==> config.mk <==
export PLATFORM = sky130hd
export DESIGN_NAME = ser_tx
export DESIGN_NICKNAME = d
export VERILOG_FILES = /design/src/rtl/ser_pkg.sv /design/src/rtl/baud_tick_gen.sv /design/src/rtl/ser_tx.sv
export SDC_FILE = /design/constraint.sdc
export NUM_CORES = 1
export LEC_CHECK = 0
export CELL_PAD_IN_SITES_DETAIL_PLACEMENT = 2
export CELL_PAD_IN_SITES_GLOBAL_PLACEMENT = 2
export CORE_MARGIN = 3
export CORE_UTILIZATION = 33
export CTS_CLUSTER_DIAMETER = 50
export CTS_CLUSTER_SIZE = 12
export DETAILED_ROUTE_END_ITERATION = 10
export PLACE_DENSITY_LB_ADDON = 0.1
export SETUP_SLACK_MARGIN = 0.3
export SYNTH_ARGS = -nofsm -noshare
export SYNTH_HDL_FRONTEND = slang
export SYNTH_SLANG_ARGS = --single-unit
==> constraint.sdc <==
create_clock -name clk -period 2.1 [get_ports clk]
set_input_delay 0.42 -clock clk [delete_from_list [all_inputs] [get_ports clk]]
set_output_delay 0.42 -clock clk [all_outputs]
set_load 0.02 [all_outputs]
==> src/rtl/ser_pkg.sv <==
// ser_pkg: shared state encoding and default parameters for ser_tx.
// Defining SER_TX_PARITY_EN adds the PARITY state.
package ser_pkg;
    localparam int DATA_W_DEF = 8;
    localparam int DIV_DEF = 4;
    localparam logic IDLE_LEVEL = 1'b1;
`ifdef SER_TX_PARITY_EN
    typedef enum logic [2:0] {IDLE, START, DATA, PARITY, STOP} state_t;
`else
    typedef enum logic [2:0] {IDLE, START, DATA, STOP} state_t;
`endif
endpackage

==> src/rtl/baud_tick_gen.sv <==
// baud_tick_gen: bit-period divider; tick is high in the last clock of each DIV-clock bit.
module baud_tick_gen
    import ser_pkg::*;
#(
    parameter int DIV = DIV_DEF
) (
    input  logic clk,
    input  logic rst,
    input  logic restart,
    output logic tick
);
    logic [15:0] cnt;
    assign tick = cnt == 16'(DIV - 1);
    always_ff @(posedge clk)
        cnt <= (rst || restart || tick) ? '0 : cnt + 16'd1;
endmodule

==> src/rtl/ser_tx.sv <==
// ser_tx: start/data(LSB first)/stop serializer with a ready/valid word input.
// Defining SER_TX_PARITY_EN inserts an even-parity bit after the data bits.
module ser_tx
    import ser_pkg::*;
#(
    parameter int DATA_W = DATA_W_DEF,
    parameter int DIV = DIV_DEF
) (
    input  logic              clk,
    input  logic              rst,
    input  logic [DATA_W-1:0] tx_data,
    input  logic              tx_valid,
    output logic              tx_ready,
    output logic              tx_out,
    output logic              tx_busy,
    output logic              tx_done
);
    localparam int BW = $clog2(DATA_W);
    state_t state, state_nxt;
    logic [DATA_W-1:0] shift, shift_nxt;
    logic [BW-1:0] bit_cnt;
    logic tick, accept, last, line_nxt;
`ifdef SER_TX_PARITY_EN
    logic par;
    always_ff @(posedge clk)
        par <= rst ? 1'b0 : accept ? ^tx_data : par;
`endif
    assign accept = tx_valid && tx_ready;
    assign last = bit_cnt == BW'(DATA_W - 1);
    // The divider is held at zero while idle so each frame starts on a clean bit boundary.
    baud_tick_gen #(.DIV(DIV)) u_baud (
        .clk(clk),
        .rst(rst),
        .restart(state == IDLE),
        .tick(tick)
    );
    always_ff @(posedge clk)
        state <= rst ? IDLE : state_nxt;
    always_comb begin
        state_nxt = state;
        case (state)
            IDLE:   state_nxt = tx_valid ? START : IDLE;
            START:  state_nxt = tick ? DATA : START;
`ifdef SER_TX_PARITY_EN
            DATA:   state_nxt = (tick && last) ? PARITY : DATA;
            PARITY: state_nxt = tick ? STOP : PARITY;
`else
            DATA:   state_nxt = (tick && last) ? STOP : DATA;
`endif
            STOP:   state_nxt = tick ? IDLE : STOP;
            default: state_nxt = IDLE;
        endcase
    end
    always_comb begin
        tx_ready = !rst && state == IDLE;
        tx_busy = !rst && state != IDLE;
        tx_done = !rst && state == STOP && tick;
    end
    // tx_out is registered, so the line level is derived from the state being entered.
    always_comb begin
        shift_nxt = accept ? tx_data : (state == DATA && tick) ? shift >> 1 : shift;
        line_nxt = IDLE_LEVEL;
        if (state_nxt == START)
            line_nxt = 1'b0;
        else if (state_nxt == DATA)
            line_nxt = shift_nxt[0];
`ifdef SER_TX_PARITY_EN
        else if (state_nxt == PARITY)
            line_nxt = par;
`endif
    end
    always_ff @(posedge clk) begin
        if (rst) begin
            shift <= '0;
            bit_cnt <= '0;
            tx_out <= IDLE_LEVEL;
        end else begin
            shift <= shift_nxt;
            tx_out <= line_nxt;
            bit_cnt <= (state == DATA && tick) ? (last ? '0 : bit_cnt + 1'b1) : bit_cnt;
        end
    end
endmodule

# Word-level counts from Yosys, hierarchy flattened
# Cells that the tools add are included.
# totals
inputBits	11
register_bits	31
elab_cells	38
# op_classes
reduce_logical	13
n_eq_ne	7
muxes	10
n_addsub	2
# ops
operator	n
$add A16 B1 Y16 const B	1
$eq A16 B2 Y1 const B	1
$mux W8	2
$eq A3 B2 Y1 const B	3
$pmux W2 S4	1
$logic_and A1 B1 Y1	7
$eq A3 B1 Y1 const B	2
$mux W1	4
$mux W2	2
$add A3 B1 Y3 const B	1
$eq A3 B3 Y1 const B	1
$logic_not A3 Y1	1
$mux W3	1
$reduce_bool A3 Y1	1
$logic_or A1 B1 Y1	2
$reduce_bool A2 Y1	1
$logic_not A1 Y1	1

# Longest topological paths before layout
# Gate-level depths: netlist (run 1).
# depth
ltp_word	7
depth_mapped	8

# Modules after synthesis
# A second synthesis (run 1) with hierarchy kept.
# hier_totals
hier_cells	160
hier_area_um2	1507.7
# modules_own_cells
module	seq_area_each_um2	cells_each	area_each_um2	n_inst
baud_tick_gen	320.3	83	815.8	1
ser_tx	280.3	77	691.9	1

# Worst setup path after synthesis (run 1)
# No wires, ideal clock.
# synth_path
path_kind	reg-to-output
start	reg u_baud.cnt[0]
end	out tx_done
path_buffers	1
stages_incl_launch_ff	7
arrival_ns	1.463
path_slack_ns	0.217
cell_sequence	dfxtp_1 -> ha_1 -> nor4b_2 -> and4_1 -> buf_4 -> and2_1 -> and3_1
# synth_between
elab_chain_cells	2
# synth_lines
element	line_no	text
from (decl)	baud_tick_gen.sv:12	logic [15:0] cnt;
from (signal assigned)	baud_tick_gen.sv:15	cnt <= (rst || restart || tick) ? '0 : cnt + 16'd1;
$eq A16 B2 Y1	baud_tick_gen.sv:13	assign tick = cnt == 16'(DIV - 1);
$logic_and A1 B1 Y1	ser_tx.sv:57	tx_done = !rst && state == STOP && tick;
to (decl)	ser_tx.sv:16	output logic tx_done
# No other way between the ends.

# Worst setup path after layout (run 1)
# layout_path
start	reg u_baud.cnt[15]
end	out tx_done
# The elaborated chain is that of the path after synthesis.

==> metrics, run 1 <==
Reg2Reg Depth=8; Syn-to-layout area delta=52.7%; final setup vio count=1; drt drc=0; Die Wd=70.7 µm; die area=5000 µm²; Syn Nets=176; Max Buffers Root-to-Sink=2; post-layout instance area=2110 µm²; Max Slew Vio Count=0; clock root cell=clkbuf_8; failing checks=setup timing; # H-tree levels=2; yosys warns=0; Worst EP required=1680 ps; hold-fix buffers at CTS=0; Fin Setup TNS=-86.5 ps; P_leak=0.836 nW; 1st-iter DRT viols=54; status=finished with violations; Hold Crit Depth=2; WL/cell=25.8 µm; CP Launch Type=register; io pins=15; CP Max Fanout=2; Yosys cell types=35; RSZ-0062 raised after global routing=yes; Worst Tran Pin Value=334 ps; CTS Sinks=30; Die Y=70.7 µm; Antenna Cells=0; clock skew=9.14 ps; CTS tree=built; Slew HR=77.5%; Hold WC Path Type=register to register; pwr dens=626 nW/µm²; Via density=5.38; MaxCap Viol Count=0; Mapped Area=1380 µm²; syn avg cell area=8.53 µm²; placed cell area=1720 µm²; initial antenna violation count=0; initial core utilization=35.9%; critical path type=register to primary output; global route total overflow=0; number of nets still failing antenna checks after routing=0; largest net degree at the start of global routing=17; crit path capture type=primary output; Clock transition at path regs=70 ps; first-pass GRT wire length=7.92 mm; clock latency at the later pin of the worst-skew pair=300 ps; worst setup margin=-86.5 ps; via count of the routed design=1,404; gate count of the mapped netlist=162; RD Place Congestion=0.780; period utilisation layout=104%; DRT Pass-1 Iters=4; Worst VDD drop=0.403 mV; CTS buffer count=5; final WL=6.74 mm; Yosys reg bits=30; I/O Buffers=14; Final Net Count=226; core area=3850 µm²; critical path arrival=1770 ps; FP Rows=22; Max Clk Rate=0.457 GHz; crit path time final=2190 ps; share of cells above drive strength 1=38.5%; final hold violations=0; sequential fraction of the synthesis area=43.4%; HPWL after DPL=3.11 mm; vias in the first global route=1,500; overall routing resource usage=21.1%
-- cell type report --
class / count / area (µm²)
multi-input combinational: 122 / 890
inverter: 3 / 11.3
tap: 48 / 60.1
clock inverter: 3 / 40.0
timing repair buffer: 50 / 434
clock buffer: 5 / 68.8
fill: 402 / 1740
sequential: 30 / 607
-- registers in the layout, summed over array words and instances (netlist names) --
register	count
tx_out	1
u_baud.cnt	16
shift	8
state	2
bit_cnt	3
-- cells in the final DEF, fill, tap and decap left out, types with 2 or more instances in the layout --
| cell | netlist | routed |
|---|---|---|
| buf_4 | 1 | 32 |
| ha_1 | 3 | 2 |
| o21ai_0 | 4 | 4 |
| nor4_2 | 0 | 2 |
| a21oi_1 | 6 | 4 |
| nor3_2 | 0 | 2 |
| inv_1 | 3 | 3 |
| nand2b_1 | 2 | 2 |
| xnor2_1 | 7 | 7 |
| and2_4 | 1 | 3 |
| nand4_1 | 2 | 2 |
| nand3_1 | 5 | 4 |
| dlygate4sd2_1 | 0 | 2 |
| dfxtp_2 | 0 | 5 |
| nor3_1 | 5 | 3 |
| clkinv_2 | 0 | 2 |
| clkdlybuf4s50_1 | 0 | 10 |
| buf_6 | 1 | 4 |
| and4_1 | 3 | 2 |
| clkbuf_8 | 0 | 5 |
| a21oi_2 | 0 | 2 |
| nand2_2 | 1 | 4 |
| dfxtp_1 | 30 | 25 |
| nor2b_1 | 3 | 3 |
| or3_1 | 3 | 2 |
| a311oi_2 | 0 | 6 |
| nand2_1 | 23 | 16 |
| nor2_1 | 26 | 25 |
| and2_1 | 4 | 3 |
| xor2_1 | 6 | 6 |
| nand2_4 | 0 | 3 |
-- stage by stage --
step / worst slack (ps) / hold slack (ps) / util (%) / instances / power, W
final: -86.5 / 465 / 54.8 / 261 / 0.00132
after global placement: -113 / 442 / 44.6 / 241 / 0.000690
after detailed placement: -185 / 455 / 44.6 / 241 / 0.000695
after CTS: 39.5 / 464 / 49.1 / 254 / 0.00128
after global routing: -128 / 502 / 54.8 / 261 / 0.00137
after floorplan: 303 / 426 / - / 162 / 0.000645
-- synthesized netlist by cell type (all sizes together) --
master | number | area [µm²]
and4 | 3 | 26.3
and2 | 5 | 33.8
buf | 7 | 53.8
xnor2 | 7 | 61.3
clkbuf | 1 | 3.75
nand3b | 1 | 7.51
nand3 | 5 | 25.0
or4b | 1 | 10.0
a311oi | 6 | 52.6
xor2 | 6 | 52.6
nand2 | 24 | 92.6
or3 | 3 | 18.8
nor2b | 3 | 18.8
nor4 | 2 | 12.5
a21oi | 6 | 30.0
o21bai | 1 | 7.51
and2b | 1 | 7.51
nor4b | 1 | 15.0
nand4 | 2 | 12.5
dfxtp | 30 | 601
o21ai | 4 | 20.0
nor2 | 26 | 97.6
o211ai | 1 | 7.51
a211oi | 1 | 7.51
a221oi | 1 | 15.0
and3 | 1 | 6.26
nand2b | 2 | 12.5
inv | 3 | 11.3
nor3 | 5 | 25.0
ha | 3 | 37.5
-- critical path: stages, from the launching register on --
cell     delay [ps]
dfxtp_1         340
nor4_2          380
and4_1          300
and2_4          160
and3_4          190
buf_6           110
-- kinds of logic (layout without fill, tap and decap cells) --
logic type | count (synthesis) | after routing | synth area share (%)
buf+inv | 11 | 61 | 4.98
flops | 30 | 30 | 43.4
xor+xnor | 13 | 13 | 8.24
fa+ha+maj | 3 | 3 | 2.72
simple gates | 85 | 86 | 30.5
compound gates | 20 | 20 | 10.1
-- worst paths after layout --
check / slack, ps / start / to
max: -90 / u_baud.cnt[15] / tx_done
min: 460 / bit_cnt[1] / bit_cnt[1]
max reg2reg: 130 / u_baud.cnt[15] / bit_cnt[0]
min reg2reg: 460 / bit_cnt[1] / bit_cnt[1]
-- power by group --
part / switching (W) / internal (W)
clock: 0.000253 / 0.000349
sequential: 0.0000173 / 0.000584
combinational: 0.0000616 / 0.0000568
-- routing by layer --
layer,wire length [µm],GRT usage [%]
met1,2830,25.1
met2,3600,35.9
met3,163,3.98
met5,0,0
met4,146,10.9
-- repair_timing --
| item | in CTS | in global routing |
|---|---|---|
| setup buffers | 5 | 6 |
| pin swaps | 1 | 18 |
| cloned | 0 | 1 |
| gates resized for setup | 18 | 34 |
| setup endpoints to repair | 7 | 31 |
No activity file was read; power rests on OpenSTA's default activity.
==> run 2: changes to the inputs <==
CAP_MARGIN = 5   (was not set)
CORE_UTILIZATION = 35   (was 33)
CTS_BUF_LIST = sky130_fd_sc_hd__clkbuf_8   (was not set)
==> run 2 against run 1 <==
Critical endpoint unchanged. Register-to-register slack better by 40 ps. Cell area is 0.83% lower. Largest power group is now sequential cells. The run still ends with setup timing left. Sequential cell count did not move. Wire length down 4.1%. Utilization is 1.1 points higher. Clock power down 3%. Critical path depth up 1.
==> metrics, run 2 (synthesized netlist as in run 1, its figures left out) <==
period utilisation layout=101% (was 104%); largest net degree at the start of global routing=17 (unchanged); Hold Crit Depth=2 (unchanged); Max Buffers Root-to-Sink=2 (unchanged); drt drc=0 (unchanged); HPWL after DPL=3.09 mm (was 3.11 mm); number of flip-flops in the largest register=16 (unchanged); r2r startpoint=u_baud.cnt[0] (was u_baud.cnt[15]); Max Clk Rate=0.470 GHz (was 0.457 GHz); failing checks=setup timing (unchanged); crit path capture type=primary output (unchanged); CTS Sinks=30 (unchanged); MaxCap Viol Count=0 (unchanged); pwr dens=619 nW/µm² (was 626 nW/µm²); share of cells above drive strength 1=37.3% (was 38.5%); clock skew=9.84 ps (was 9.14 ps); critical path arrival=1710 ps (was 1770 ps); reg2reg end=shift[6] (was bit_cnt[0]); final hold violations=0 (unchanged); 1st-iter DRT viols=35 (was 54); # H-tree levels=2 (unchanged); P_leak=0.826 nW (was 0.836 nW); initial antenna violation count=0 (unchanged); RSZ-0062 raised after global routing=yes (unchanged); core area=3740 µm² (was 3850 µm²); vias in the first global route=1,484 (was 1,500); commonest non-fill, non-tap cell in the layout=buf_4 (unchanged); Syn-to-layout area delta=51.4% (was 52.7%); hold endpoint=bit_cnt[1] (unchanged); Antenna Cells=0 (unchanged); initial core utilization=36.9% (was 35.9%); io pins=15 (unchanged); Via density=5.40 (was 5.38); Largest Register=u_baud.cnt (unchanged); status=finished with violations (unchanged); commonest cells after routing, fill and taps aside=31 x buf_4, 25 x nor2_1, 25 x dfxtp_1 (was 32 x buf_4, 25 x nor2_1, 25 x dfxtp_1); worst setup margin=-28.9 ps (was -86.5 ps); Max Slew Vio Count=0 (unchanged); Finished Core Util=55.9% (was 54.8%); number of nets still failing antenna checks after routing=0 (unchanged); Worst VDD drop=0.390 mV (was 0.403 mV); Slew HR=72.8% (was 77.5%); Non-Filler Instances=260 (was 261); Die Wd=68.9 µm (was 70.7 µm); WL/cell=24.9 µm (was 25.8 µm); crit-path cells=ha_4, nor4b_4, and4_4, and2_4, and3_4, buf_6 (was nor4_2, and4_1, and2_4, and3_4, buf_6); dpl cells=242 (was 241); pre-CTS WS=-188 ps (was -185 ps); Worst Tran Pin Value=408 ps (was 334 ps); CTS tree=built (unchanged); hold-fix buffers at CTS=0 (unchanged); CP Launch Type=register (unchanged); Die Y=68.9 µm (was 70.7 µm); Worst EP required=1680 ps (about the same); final hold slack=469 ps (was 465 ps); Hold WC Path Type=register to register (unchanged); clock root cell=clkbuf_8 (unchanged); Clock transition at path regs=70 ps (about the same); Critical Path Max Stage Delay=380 ps (about the same); via count of the routed design=1,403 (was 1,404); Hold Startpoint=bit_cnt[1] (unchanged); Slowest-stage cell, CP=dfxtp_4 (was nor4_2); clock latency at the later pin of the worst-skew pair=300 ps (about the same); DRT Pass-1 Iters=4 (unchanged); overall routing resource usage=25.1% (was 21.1%); FP Rows=22 (unchanged); CP Max Fanout=2 (unchanged); Reg2Reg Depth=9 (was 8); first-pass GRT wire length=8.15 mm (was 7.92 mm); final WL=6.46 mm (was 6.74 mm); critical path type=register to primary output (unchanged); Final Net Count=225 (was 226); die area=4740 µm² (was 5000 µm²); global route total overflow=0 (unchanged); Fin Setup TNS=-28.9 ps (was -86.5 ps); biggest regs=u_baud.cnt (16), shift (8), bit_cnt (3) (unchanged); crit path time final=2130 ps (was 2190 ps); RD Place Congestion=0.734 (was 0.780); FF-to-FF setup slack=170 ps (was 130 ps); CTS buffer count=5 (unchanged); final setup vio count=1 (unchanged); I/O Buffers=14 (unchanged)
-- run 2: area by class of cell --
type                            instances  area, µm²
Multi-Input combinational cell        123        881
Fill cell                             377       1650
Timing Repair Buffer                   48        419
Inverter                                3       11.3
Sequential cell                        30        612
Clock buffer                            8        110
Tap cell                               48       60.1
-- run 2: worst max path at each step --
stage	start	endpoint	slack [ps]
floorplan	u_baud.cnt[0]	tx_done	300
global placement	u_baud.cnt[0]	tx_done	-120
detailed placement	u_baud.cnt[0]	tx_done	-190
CTS	u_baud.cnt[0]	tx_done	-20
global route	u_baud.cnt[1]	tx_done	-70
finish	u_baud.cnt[0]	tx_done	-30
-- run 2: timing repair --
action / CTS / global route
buffers inserted: 1 / 7
gates cloned: 1 / 1
gates resized for setup: 21 / 31
endpoints found under the setup margin: 12 / 17
pin swaps: 3 / 14
-- run 2: power breakdown --
group	switching, W	internal, W	total, W
logic	0.0000604	0.0000531	0.000114
clock network	0.000251	0.000331	0.000582
registers	0.0000172	0.000582	0.000599
total	0.000328	0.000966	0.00129
-- run 2: per-stage QoR --
step                power, W  instance area [µm²]
finish               0.00129                 2090
global route         0.00133                 2090
CTS                  0.00126                 1900
detailed placement  0.000697                 1730
global placement    0.000691                 1730
floorplan           0.000645                 1390
-- run 2: routing by layer --
| layer | routed length, µm | part of all wire (%) | GRT usage (%) | vias to the layer above |
|---|---|---|---|---|
| met5 | 0 | 0 | 0 | - |
| li1 | - | - | - | 652 |
| met3 | 153 | 2.4 | 6.00 | 14 |
| met4 | 150 | 2.3 | 8.76 | 0 |
| met1 | 2810 | 43 | 28.3 | 709 |
| met2 | 3350 | 52 | 45.8 | 28 |
-- run 2: worst max-delay path: cells and delay by family, from the launching register on --
kind	cells	cell delay [ps]
flops	1	380
fa+ha+maj	1	150
simple gates	4	780
buf+inv	1	110
